`src/rtl/spi_engine_cmd_pkg.sv`:
```
// Shared opcodes, FSM state and transfer-direction types for the SPI Engine command builder.
// States CFG/PRESCALE exist only when SPI_CMD_BUILDER_CFG_EN is defined.
package spi_engine_cmd_pkg;

    localparam logic [7:0] OP_CS       = 8'h10;
    localparam logic [7:0] OP_CFG      = 8'h21;
    localparam logic [7:0] OP_PRESCALE = 8'h20;
    localparam logic [7:0] OP_DLEN     = 8'h22;
    localparam logic [7:0] OP_SYNC     = 8'h30;
    localparam logic [7:0] OP_SLEEP    = 8'h31;
    localparam logic [7:0] OP_WR       = 8'h01;
    localparam logic [7:0] OP_RD       = 8'h02;
    localparam logic [7:0] OP_WRD      = 8'h03;

    typedef enum logic [3:0] {
        ST_IDLE,
`ifdef SPI_CMD_BUILDER_CFG_EN
        ST_CFG,
        ST_PRESCALE,
`endif
        ST_DLEN,
        ST_CS_ON,
        ST_XFER,
        ST_SLEEP,
        ST_CS_OFF,
        ST_SYNC
    } state_t;

    typedef enum logic [1:0] {
        DIR_NONE = 2'b00,
        DIR_WR   = 2'b01,
        DIR_RD   = 2'b10,
        DIR_WRD  = 2'b11
    } dir_t;

    function automatic logic [7:0] xfer_opcode(input dir_t dir);
        logic [7:0] op;
        op = 8'h00;
        case (dir)
            DIR_WR:  op = OP_WR;
            DIR_RD:  op = OP_RD;
            DIR_WRD: op = OP_WRD;
            default: op = 8'h00;
        endcase
        return op;
    endfunction

endpackage

```
`src/rtl/spi_engine_cmd_chunker.sv`:
```
// Remaining-word counter: splits a transfer into chunks of at most 256 words and
// reports the current chunk's n-1, the chunk after it, and whether the current one is last.
module spi_engine_cmd_chunker #(
    parameter int WORDS_W = 12
) (
    input  logic               clk,
    input  logic               load,
    input  logic [WORDS_W-1:0] load_words,
    input  logic               advance,
    output logic [7:0]         chunk_m1,
    output logic               last,
    output logic [7:0]         nxt_chunk_m1
);

    logic [WORDS_W-1:0] rem_q;
    logic [WORDS_W-1:0] rem_d;
    logic [31:0]        rem_w;
    logic [31:0]        nxt_w;

    always_comb begin
        rem_w        = 32'(rem_q);
        nxt_w        = rem_w - 32'd256;
        last         = (rem_w <= 32'd256);
        chunk_m1     = last ? 8'(rem_w - 32'd1) : 8'hFF;
        // Only consumed when the current chunk is not the last, so nxt_w never underflows there.
        nxt_chunk_m1 = (nxt_w <= 32'd256) ? 8'(nxt_w - 32'd1) : 8'hFF;
        rem_d        = rem_q;
        if (load) begin
            rem_d = load_words;
        end else if (advance) begin
            rem_d = WORDS_W'(nxt_w);
        end
    end

    always_ff @(posedge clk) begin
        rem_q <= rem_d;
    end

endmodule

```
`src/rtl/spi_engine_cmd_builder.sv`:
```
// Expands one transfer request into an SPI Engine instruction stream with registered outputs.
// Define SPI_CMD_BUILDER_CFG_EN to add the CFG/PRESCALE prologue and its cfg_* ports.
module spi_engine_cmd_builder
    import spi_engine_cmd_pkg::*;
#(
    parameter int NUM_OF_CS = 1,
    parameter int WORDS_W   = 12
) (
    input  logic               clk,
    input  logic               reset,
    input  logic               req_valid,
    output logic               req_ready,
    input  logic [2:0]         req_cs_sel,
    input  logic [1:0]         req_dir,
    input  logic [WORDS_W-1:0] req_words,
    input  logic [7:0]         req_dlength,
    input  logic [1:0]         req_cs_delay,
    input  logic [7:0]         req_sleep,
    input  logic [7:0]         req_sync_id,
`ifdef SPI_CMD_BUILDER_CFG_EN
    input  logic               cfg_cpol,
    input  logic               cfg_cpha,
    input  logic               cfg_three_wire,
    input  logic               cfg_sdo_idle,
    input  logic [7:0]         cfg_prescale,
`endif
    output logic               cmd_valid,
    input  logic               cmd_ready,
    output logic [15:0]        cmd_data,
    output logic               busy
);

    state_t             state_q, state_d;
    logic               ready_q, ready_d;
    logic               cmd_valid_q, cmd_valid_d;
    logic [15:0]        cmd_data_q, cmd_data_d;
    logic [7:0]         cache_q, cache_d;
    logic               cache_vld_q, cache_vld_d;

    logic [2:0]         sel_q;
    dir_t               dir_q;
    logic [WORDS_W-1:0] words_q;
    logic [7:0]         dlen_q, sleep_q, id_q;
    logic [1:0]         delay_q;
`ifdef SPI_CMD_BUILDER_CFG_EN
    logic [7:0]         prescale_q;
`endif

    logic               accept, hs;
    logic [2:0]         f_sel;
    dir_t               f_dir;
    logic [WORDS_W-1:0] f_words;
    logic [7:0]         f_dlen, f_sleep, f_id;
    logic [1:0]         f_delay;
    logic               cs_ok, need_dlen, do_xfer;
    state_t             after_pre, after_cs, after_xfer;
    logic [7:0]         chunk_m1, nxt_chunk_m1;
    logic               chunk_last, chunk_adv;

    spi_engine_cmd_chunker #(.WORDS_W(WORDS_W)) u_chunker (
        .clk          (clk),
        .load         (accept),
        .load_words   (req_words),
        .advance      (chunk_adv),
        .chunk_m1     (chunk_m1),
        .last         (chunk_last),
        .nxt_chunk_m1 (nxt_chunk_m1)
    );

    always_comb begin
        accept    = req_valid && ready_q;
        hs        = cmd_valid_q && cmd_ready;
        chunk_adv = (state_q == ST_XFER) && hs;

        // Skip decisions are made on the accept cycle too, so read the request directly then.
        f_sel   = accept ? req_cs_sel          : sel_q;
        f_dir   = accept ? dir_t'(req_dir)     : dir_q;
        f_words = accept ? req_words           : words_q;
        f_dlen  = accept ? req_dlength         : dlen_q;
        f_delay = accept ? req_cs_delay        : delay_q;
        f_sleep = accept ? req_sleep           : sleep_q;
        f_id    = accept ? req_sync_id         : id_q;

        cs_ok      = (int'(f_sel) < NUM_OF_CS);
        need_dlen  = cs_ok && (f_dir != DIR_NONE) && (!cache_vld_q || (f_dlen != cache_q));
        do_xfer    = cs_ok && (f_dir != DIR_NONE) && (f_words != '0);
        after_xfer = (f_sleep != 8'd0) ? ST_SLEEP : ST_CS_OFF;
        after_cs   = do_xfer ? ST_XFER : after_xfer;
        after_pre  = need_dlen ? ST_DLEN : (cs_ok ? ST_CS_ON : ST_SYNC);

        state_d = state_q;
        case (state_q)
            ST_IDLE: begin
                if (accept) begin
`ifdef SPI_CMD_BUILDER_CFG_EN
                    state_d = ST_CFG;
`else
                    state_d = after_pre;
`endif
                end
            end
`ifdef SPI_CMD_BUILDER_CFG_EN
            ST_CFG:      if (hs) state_d = ST_PRESCALE;
            ST_PRESCALE: if (hs) state_d = after_pre;
`endif
            ST_DLEN:     if (hs) state_d = ST_CS_ON;
            ST_CS_ON:    if (hs) state_d = after_cs;
            ST_XFER:     if (hs) state_d = chunk_last ? after_xfer : ST_XFER;
            ST_SLEEP:    if (hs) state_d = ST_CS_OFF;
            ST_CS_OFF:   if (hs) state_d = ST_SYNC;
            ST_SYNC:     if (hs) state_d = ST_IDLE;
            default:     state_d = ST_IDLE;
        endcase

        // Load the next word on the same edge the current one is taken, keeping the stream bubble-free.
        cmd_valid_d = cmd_valid_q;
        cmd_data_d  = cmd_data_q;
        if (accept || hs) begin
            cmd_valid_d = (state_d != ST_IDLE);
            case (state_d)
`ifdef SPI_CMD_BUILDER_CFG_EN
                ST_CFG:      cmd_data_d = {OP_CFG, 4'b0000, cfg_sdo_idle, cfg_three_wire,
                                           cfg_cpol, cfg_cpha};
                ST_PRESCALE: cmd_data_d = {OP_PRESCALE, prescale_q};
`endif
                ST_DLEN:     cmd_data_d = {OP_DLEN, f_dlen};
                ST_CS_ON:    cmd_data_d = {OP_CS[7:2], f_delay, ~(8'd1 << f_sel)};
                ST_XFER:     cmd_data_d = {xfer_opcode(f_dir),
                                           (state_q == ST_XFER) ? nxt_chunk_m1 : chunk_m1};
                ST_SLEEP:    cmd_data_d = {OP_SLEEP, f_sleep};
                ST_CS_OFF:   cmd_data_d = {OP_CS[7:2], f_delay, 8'hFF};
                ST_SYNC:     cmd_data_d = {OP_SYNC, f_id};
                default:     cmd_data_d = cmd_data_q;
            endcase
        end

        cache_d     = cache_q;
        cache_vld_d = cache_vld_q;
        if ((state_q == ST_DLEN) && hs) begin
            cache_d     = dlen_q;
            cache_vld_d = 1'b1;
        end

        ready_d = (state_d == ST_IDLE);
    end

    always_ff @(posedge clk) begin
        if (reset) begin
            state_q     <= ST_IDLE;
            ready_q     <= 1'b0;
            cmd_valid_q <= 1'b0;
            cmd_data_q  <= 16'h0000;
            cache_vld_q <= 1'b0;
        end else begin
            state_q     <= state_d;
            ready_q     <= ready_d;
            cmd_valid_q <= cmd_valid_d;
            cmd_data_q  <= cmd_data_d;
            cache_vld_q <= cache_vld_d;
        end
    end

    always_ff @(posedge clk) begin
        cache_q <= cache_d;
        if (accept) begin
            sel_q   <= req_cs_sel;
            dir_q   <= dir_t'(req_dir);
            words_q <= req_words;
            dlen_q  <= req_dlength;
            delay_q <= req_cs_delay;
            sleep_q <= req_sleep;
            id_q    <= req_sync_id;
`ifdef SPI_CMD_BUILDER_CFG_EN
            prescale_q <= cfg_prescale;
`endif
        end
    end

    assign req_ready = ready_q;
    assign cmd_valid = cmd_valid_q;
    assign cmd_data  = cmd_data_q;
    assign busy      = (state_q != ST_IDLE);

endmodule

```
`config.mk`:
```
export PLATFORM = sky130hd
export DESIGN_NAME = spi_engine_cmd_builder
export DESIGN_NICKNAME = d
export VERILOG_FILES = /design/src/rtl/spi_engine_cmd_pkg.sv /design/src/rtl/spi_engine_cmd_chunker.sv /design/src/rtl/spi_engine_cmd_builder.sv
export SDC_FILE = /design/constraint.sdc
export NUM_CORES = 1
export LEC_CHECK = 0
export ABC_AREA = 1
export ABC_CLOCK_PERIOD_IN_PS = 3550
export CORE_MARGIN = 5
export CORE_UTILIZATION = 56
export CTS_BUF_LIST = sky130_fd_sc_hd__clkbuf_2
export CTS_CLUSTER_SIZE = 14
export DETAILED_ROUTE_END_ITERATION = 10
export HOLD_SLACK_MARGIN = 0.03
export PLACE_DENSITY = 0.94
export SLEW_MARGIN = 20
export SYNTH_ARGS = -nofsm -noshare
export SYNTH_HDL_FRONTEND = slang
export SYNTH_SLANG_ARGS = --single-unit
```
`constraint.sdc`:
```
create_clock -name clk -period 3.55 [get_ports clk]
set_clock_uncertainty 0.1 [all_clocks]
set_input_delay 1.065 -clock clk [delete_from_list [all_inputs] [get_ports clk]]
set_output_delay 1.065 -clock clk [all_outputs]
set_load 0.005 [all_outputs]
```
-- Word-level counts from Yosys, hierarchy flattened
Index checks and enable logic that the tools add are counted.
- bits of input ports: 47
- bits in registers: 86
- logic and storage cells: 85
- bitwise gates (word level): 1
- equality and inequality tests: 16
- reductions and logical operators: 20
- magnitude comparators: 3
- muxes and demuxes: 27
- shift operators: 1
- add/sub/neg operators: 3
- operators by type and width (cell ; number):
    $pmux 16 s6 ; 1
    $mux 8 ; 6
    $mux 12 ; 3
    $le 32x9->1 const B ; 1
    $mux 4 ; 7
    $pmux 4 s7 ; 1
    $eq 4x3->1 const B ; 6
    $eq 4x2->1 const B ; 4
    $sub 8x1->8 const B ; 2
    $mux 3 ; 5
    $sub 12x9->13 const B ; 1
    $le 12x9->1 const B ; 1
    $reduce_bool 12->1 ; 1
    $eq 4x1->1 const B ; 2
    $logic_not 4->1 ; 2
    $ne 8x8->1 ; 1
    $not 8->8 ; 1
    $reduce_bool 4->1 ; 2
    $reduce_bool 8->1 ; 1
    $shl 1x3->8 const A ; 1
    $logic_and 1x1->1 ; 7
    $pmux 2 s3 ; 1
    $reduce_bool 6->1 ; 1
    $eq 2x2->1 const B ; 2
    other kinds (8) ; 11

-- Longest topological paths before layout
- depth in word-level cells: 11
- depth in mapped cells: 22
- mapped depth without buffers: 20

-- Cells and area by module
A second synthesis with hierarchy kept.
- cell total of the unflattened synthesis: 692
- area, all modules: 4573.1 sq um
- modules (own cells, without submodules) (module ; cells an instance ; sequential area each (sq um) ; times used ; area each (sq um)):
    spi_engine_cmd_builder ; 574 ; 1481.4 ; 1 ; 3698.5
    spi_engine_cmd_chunker ; 118 ; 360.3 ; 1 ; 874.6

-- Worst setup path after synthesis
OpenSTA, ideal clock, no wires.
- kind: input-to-reg
- start: input req_valid
- end: register cmd_data_q[0] (netlist: cmd_data[0])
- library setup time: 0.117 ns
- arrival: 2.891 ns
- stages: 19
- buffers on the path: 4
- data required time: 3.333 ns
- setup slack: 0.442 ns
- cells stage by stage: buf_4 -> nand2_4 -> buf_6 -> buf_6 -> o21a_2 -> nand3_1 -> nor2_1 -> nand2_2 -> nand3_1 -> nand2_1 -> nor2_4 -> inv_1 -> buf_4 -> nand3_4 -> nand2_1 -> nor2_1 -> nand3_1 -> nor2_1 -> nor2_1
- cells in the longest elaborated chain, start to end: 11
- RTL lines (item ; RTL line ; text):
    start: declaration ; spi_engine_cmd_builder.sv:11 ; input logic req_valid,
    $logic_and 1x1->1 (*) ; spi_engine_cmd_builder.sv:71 ; accept = req_valid && ready_q;
    $mux 3, or another cell as far along ; -- ;
    $lt 3x1->1, or another cell as far along ; spi_engine_cmd_builder.sv:84 ; cs_ok = (int'(f_sel) < NUM_OF_CS);
    $logic_and 1x1->1 / $logic_or 1x1->1 (equally long branches) ; spi_engine_cmd_builder.sv:85, spi_engine_cmd_builder.sv:86 ;
    $logic_and 1x1->1, on equally long branches ; spi_engine_cmd_builder.sv:86, spi_engine_cmd_builder.sv:85 ;
    $mux 3, on equally long branches ; spi_engine_cmd_builder.sv:88, spi_engine_cmd_builder.sv:89 ;
    $mux 4, on equally long branches ; spi_engine_cmd_builder.sv:107, spi_engine_cmd_builder.sv:94 ;
    $pmux 4 s7 ; spi_engine_cmd_builder.sv:92 ; case (state_q)
    $eq 4x2->1, or another cell as far along ; spi_engine_cmd_builder.sv:120 ; case (state_d)
    $reduce_bool 6->1 (no source line) ; -- ;
    $reduce_and 2->1 (no source line) ; -- ;
    end signal: assignment ; spi_engine_cmd_builder.sv:158 ; cmd_data_q <= cmd_data_d;
    end: declaration ; spi_engine_cmd_builder.sv:36 ; logic [15:0] cmd_data_q, cmd_data_d;
Mark *: on every way between the ends. The rest lies on a longest branch, timed or not. The select of a mux whose other input is x is not followed.
A chain may end at the register's enable or synchronous reset.

-- Worst setup path in the final report
- start: input req_valid
- end: register cmd_data_q[7] (netlist: cmd_data[7])
- RTL lines (item ; RTL line ; text):
    $logic_and 1x1->1 (*) ; spi_engine_cmd_builder.sv:71 ;
    $mux 12 (*) ; -- ;
    net f_words[1] ; spi_engine_cmd_builder.sv:52 ; logic [WORDS_W-1:0] f_words;
    $reduce_bool 12->1 (*) ; spi_engine_cmd_builder.sv:86 ; do_xfer = cs_ok && (f_dir != DIR_NONE) && (f_words != '0);
    $logic_and 1x1->1 (*) ; spi_engine_cmd_builder.sv:86 ;
    $mux 3 (*) ; spi_engine_cmd_builder.sv:88 ; after_cs = do_xfer ? ST_XFER : after_xfer;
    $mux 4 (*) ; spi_engine_cmd_builder.sv:107 ; ST_CS_ON: if (hs) state_d = after_cs;
    $pmux 4 s7 (*) ; spi_engine_cmd_builder.sv:92 ;
    $eq 4x2->1, or another cell as far along ; spi_engine_cmd_builder.sv:120 ;
    $reduce_bool 6->1 (no source line) ; -- ;
    $reduce_and 2->1 (no source line) ; -- ;
The timed path passes the listed nets; every way through them passes the cells marked *. The select of a mux whose other input is x is not followed.

==> flow_metrics.env <==
export IMPL_worst_setup_start_kind="input port"
export IMPL_hold_worst_slack_ns=0.363
export IMPL_postSynthCellCount=620
export IMPL_min_delay_path_depth=0
export IMPL_dr_total_vias=4394
export IMPL_placed_wire_length_estimate_um=9530
export IMPL_grt_use_total_pct=25.5
export IMPL_synth_top_area_cell="dfxtp_1"
export IMPL_setup_viol_count_final=0
export IMPL_hold_class="flip-flop to flip-flop"
export IMPL_crit_path_end_kind="flip-flop"
export IMPL_cts_resized=0
export IMPL_count_of_maximum_capacitance_violations=0
export IMPL_synth_enable_flop_cells=20
export IMPL_port_buffers=61
export IMPL_die_width_um=98.0
export IMPL_finalWeightedCongestion=0.941
export IMPL_p_switching_mw=1.06
export IMPL_layout_drive_gt1_share_pct=13.5
export IMPL_numClockSinks=82
export IMPL_cts_htree_levels=3
export IMPL_outcome="complete, no violations"
export IMPL_clockBufferDepth=2
export IMPL_worst_r2r_cell_count=19
export IMPL_average_detailed_routed_wire_length_per_instance_um=14.3
export IMPL_critPathArrivalTime_ns=3.67
export IMPL_worst_skew_pair_late_latency_ns=0.56
export IMPL_grt_setup_unrepaired="false"
export IMPL_cts_root_buffer_cell="clkbuf_2"
export IMPL_worst_setup_hold_path_clk_slew_ns=0.22
export IMPL_number_of_design_rule_violations_left_after_detail_routing=0
export IMPL_power_clock_fraction_pct=15.0
export IMPL_io_pin_count=66
export IMPL_cp_max_fo=14
export IMPL_placed_cells=820
export IMPL_drtAntennaViolNets=0
export IMPL_instances_no_fill=836
export IMPL_floorplan_rows=32
export IMPL_number_of_global_route_vias_before_repair=4312
export IMPL_power_ir_vdd_worst_mv=0.279
export IMPL_seqPwrFrac_pct=44.7
export IMPL_cts_setup_buffers=0
export IMPL_power_combinational_fraction_pct=40.4
export IMPL_die_height_um=98.0
export IMPL_floorplan_initialDensity_pct=56.7
export IMPL_synth_async_sr_flop_share_pct=0
export IMPL_cts_tree="yes"
export IMPL_critical_path_type="input port to flip-flop"
export IMPL_finalHoldViolations=0
export IMPL_slew_hr_pct=62.7
export IMPL_clock_fmax_ghz=0.304
export IMPL_synth_seq_area_share_pct=42.5
export IMPL_post_synth_num_cell_types=35
export IMPL_routed_wirelength_um=12000
export IMPL_worst_margin_pin_slew_ns=0.553
export IMPL_grt_max_degree=22
export IMPL_count_of_tritonroute_iterations_in_the_first_routing_pass=6
export IMPL_die_area_um2=9610
export IMPL_synth_top_cells_by_count="187 x nand2_1, 88 x inv_1, 72 x nor2_1"
export IMPL_synth_ff_latch_count=82
export IMPL_dominantRegCellSynth="dfxtp_1"
export IMPL_grt_antenna_before_repair=0
export IMPL_grt_first_pass_wirelength_um=19600
export IMPL_post_synth_main_area_contributors="dfxtp_1 29%, nand2_1 16%, edfxtp_1 14%, inv_1 7.6%, nand3_1 6.3%"
export IMPL_post_layout_min_period_ns=3.28
export IMPL_worst_endpoint_required_time_ns=3.94
export IMPL_ys_warn_count=0
export IMPL_p_leak_nw=2.86
export IMPL_antenna_cells=0
export IMPL_coreArea_um2=7650
export IMPL_numCtsBuffers=9
export IMPL_drt_iter0_drc=359
export IMPL_finish_net_count=781
export IMPL_dpl_worst_slack_ns=-0.270
export IMPL_tns_ns=0
export IMPL_syn_avg_cell_area_um2=7.00
export IMPL_syn2layout_area_growth_pct=26.5
export IMPL_cts_hold_repair_buffers=0
export IMPL_leading_cell_type_by_number_of_instances_after_synthesis="nand2_1"
export IMPL_final_util_pct=71.8
export IMPL_mappedNetlistArea_um2=4340
export IMPL_synth_largest_type_area_fraction_pct=28.6
export IMPL_route_detailed_vias_per_inst=5.26
export IMPL_netSwitchingFraction_pct=37.2
export IMPL_powerDensity_nw_per_um2=520
export IMPL_final_max_slew_viol_count=0
export IMPL_final_period_utilization_pct=92.5
export IMPL_global_route_overflow_total=0
export IMPL_setup_slack_ns=0.265
export IMPL_p_int_mw=1.79
per-stage QoR:
stage | total power, mW | area, um^2
after floorplan | 1.93 | 4350
after global placement | 2.37 | 5400
after detailed placement | 2.43 | 5400
after CTS | 2.84 | 5490
after global routing | 3.05 | 5490
final | 2.86 | 5490
cell families (layout without fill, tap and decap cells):
logic type / after synthesis / after routing / share of synthesized area [%]
simple gates: 368 / 368 / 37.6
fa+ha+maj: 5 / 5 / 1.44
flops: 82 / 82 / 42.5
xor+xnor: 3 / 3 / 0.606
mux: 1 / 1 / 0.231
other cells: 1 / 5 / 0.0864
buf+inv: 119 / 229 / 12.4
compound gates: 41 / 41 / 5.22
power groups by stage:
stage                     clock, mW  sequential, mW  combinational (mW)
after floorplan                   0            1.27               0.662
after global placement            0            1.28                1.09
after detailed placement          0            1.30                1.13
after CTS                     0.424            1.28                1.14
after global routing          0.481            1.30                1.28
final                         0.428            1.28                1.15
path summary, 6_finish.rpt:
kind                         from                       end  slack (ns)
max                     req_valid  cmd_data[7]$_SDFFE_PP0P_        0.27
min reg2reg     dlen_q[2]$_DFF_P_      cache_q[2]$_DFFE_PP_        0.36
min             dlen_q[2]$_DFF_P_      cache_q[2]$_DFFE_PP_        0.36
max reg2reg  req_ready$_SDFF_PP0_  cmd_data[7]$_SDFFE_PP0P_        0.87
cell type report:
cell class,count,area (um^2)
well taps,102,128
fillers,567,2160
inverters,91,342
clock inverters,5,30.0
clock buffers,11,55.1
multi-input cells,423,1970
repair buffers,122,1120
flip-flops and latches,82,1840
flip-flops by register name (all words and copies together), names as in the netlist, 3 cells and up:
name             cells
dlen_q               8
sleep_q              8
cache_q              8
words_q             12
u_chunker.rem_q     12
cmd_data            12
sel_q                3
id_q                 8
state_q              4
cell usage in the layout (no fill, tap or decap), types with 6 or more instances in the layout:
cell type	synthesis	final
a21oi_1	6	6
buf_4	10	57
clkbuf_2	0	11
clkdlybuf4s50_1	0	61
dfxtp_1	62	62
edfxtp_1	20	20
inv_1	88	88
nand2_1	187	187
nand3_1	55	55
nand4_1	28	28
nor2_1	72	72
o21ai_0	15	15
o21ai_1	13	13
metal layers:
| metal | global-route usage [%] | wire length (um) | vias to the layer above |
|---|---|---|---|
| met5 | 0 | 0 | - |
| met4 | 13.1 | 486 | 0 |
| met3 | 6.21 | 823 | 43 |
| met2 | 42.3 | 5810 | 187 |
| met1 | 30.6 | 4840 | 1991 |
| li1 | - | - | 2173 |
critical path, stage by stage:
cell             delay [ns]
clkdlybuf4s50_1        0.53
nand2_4                0.10
buf_4                  0.20
nand2_1                0.06
nand2_1                0.07
nor2_1                 0.12
nand2_1                0.08
nor2_1                 0.13
nand2_1                0.09
nand2_2                0.09
nand2_1                0.07
a21boi_1               0.15
nand3_2                0.11
buf_4                  0.17
nand3_4                0.10
nand2_1                0.08
nor2_1                 0.19
nand3_1                0.10
nor2_1                 0.12
nor2_1                 0.05
Note: power is estimated with default switching activity, not from simulation.
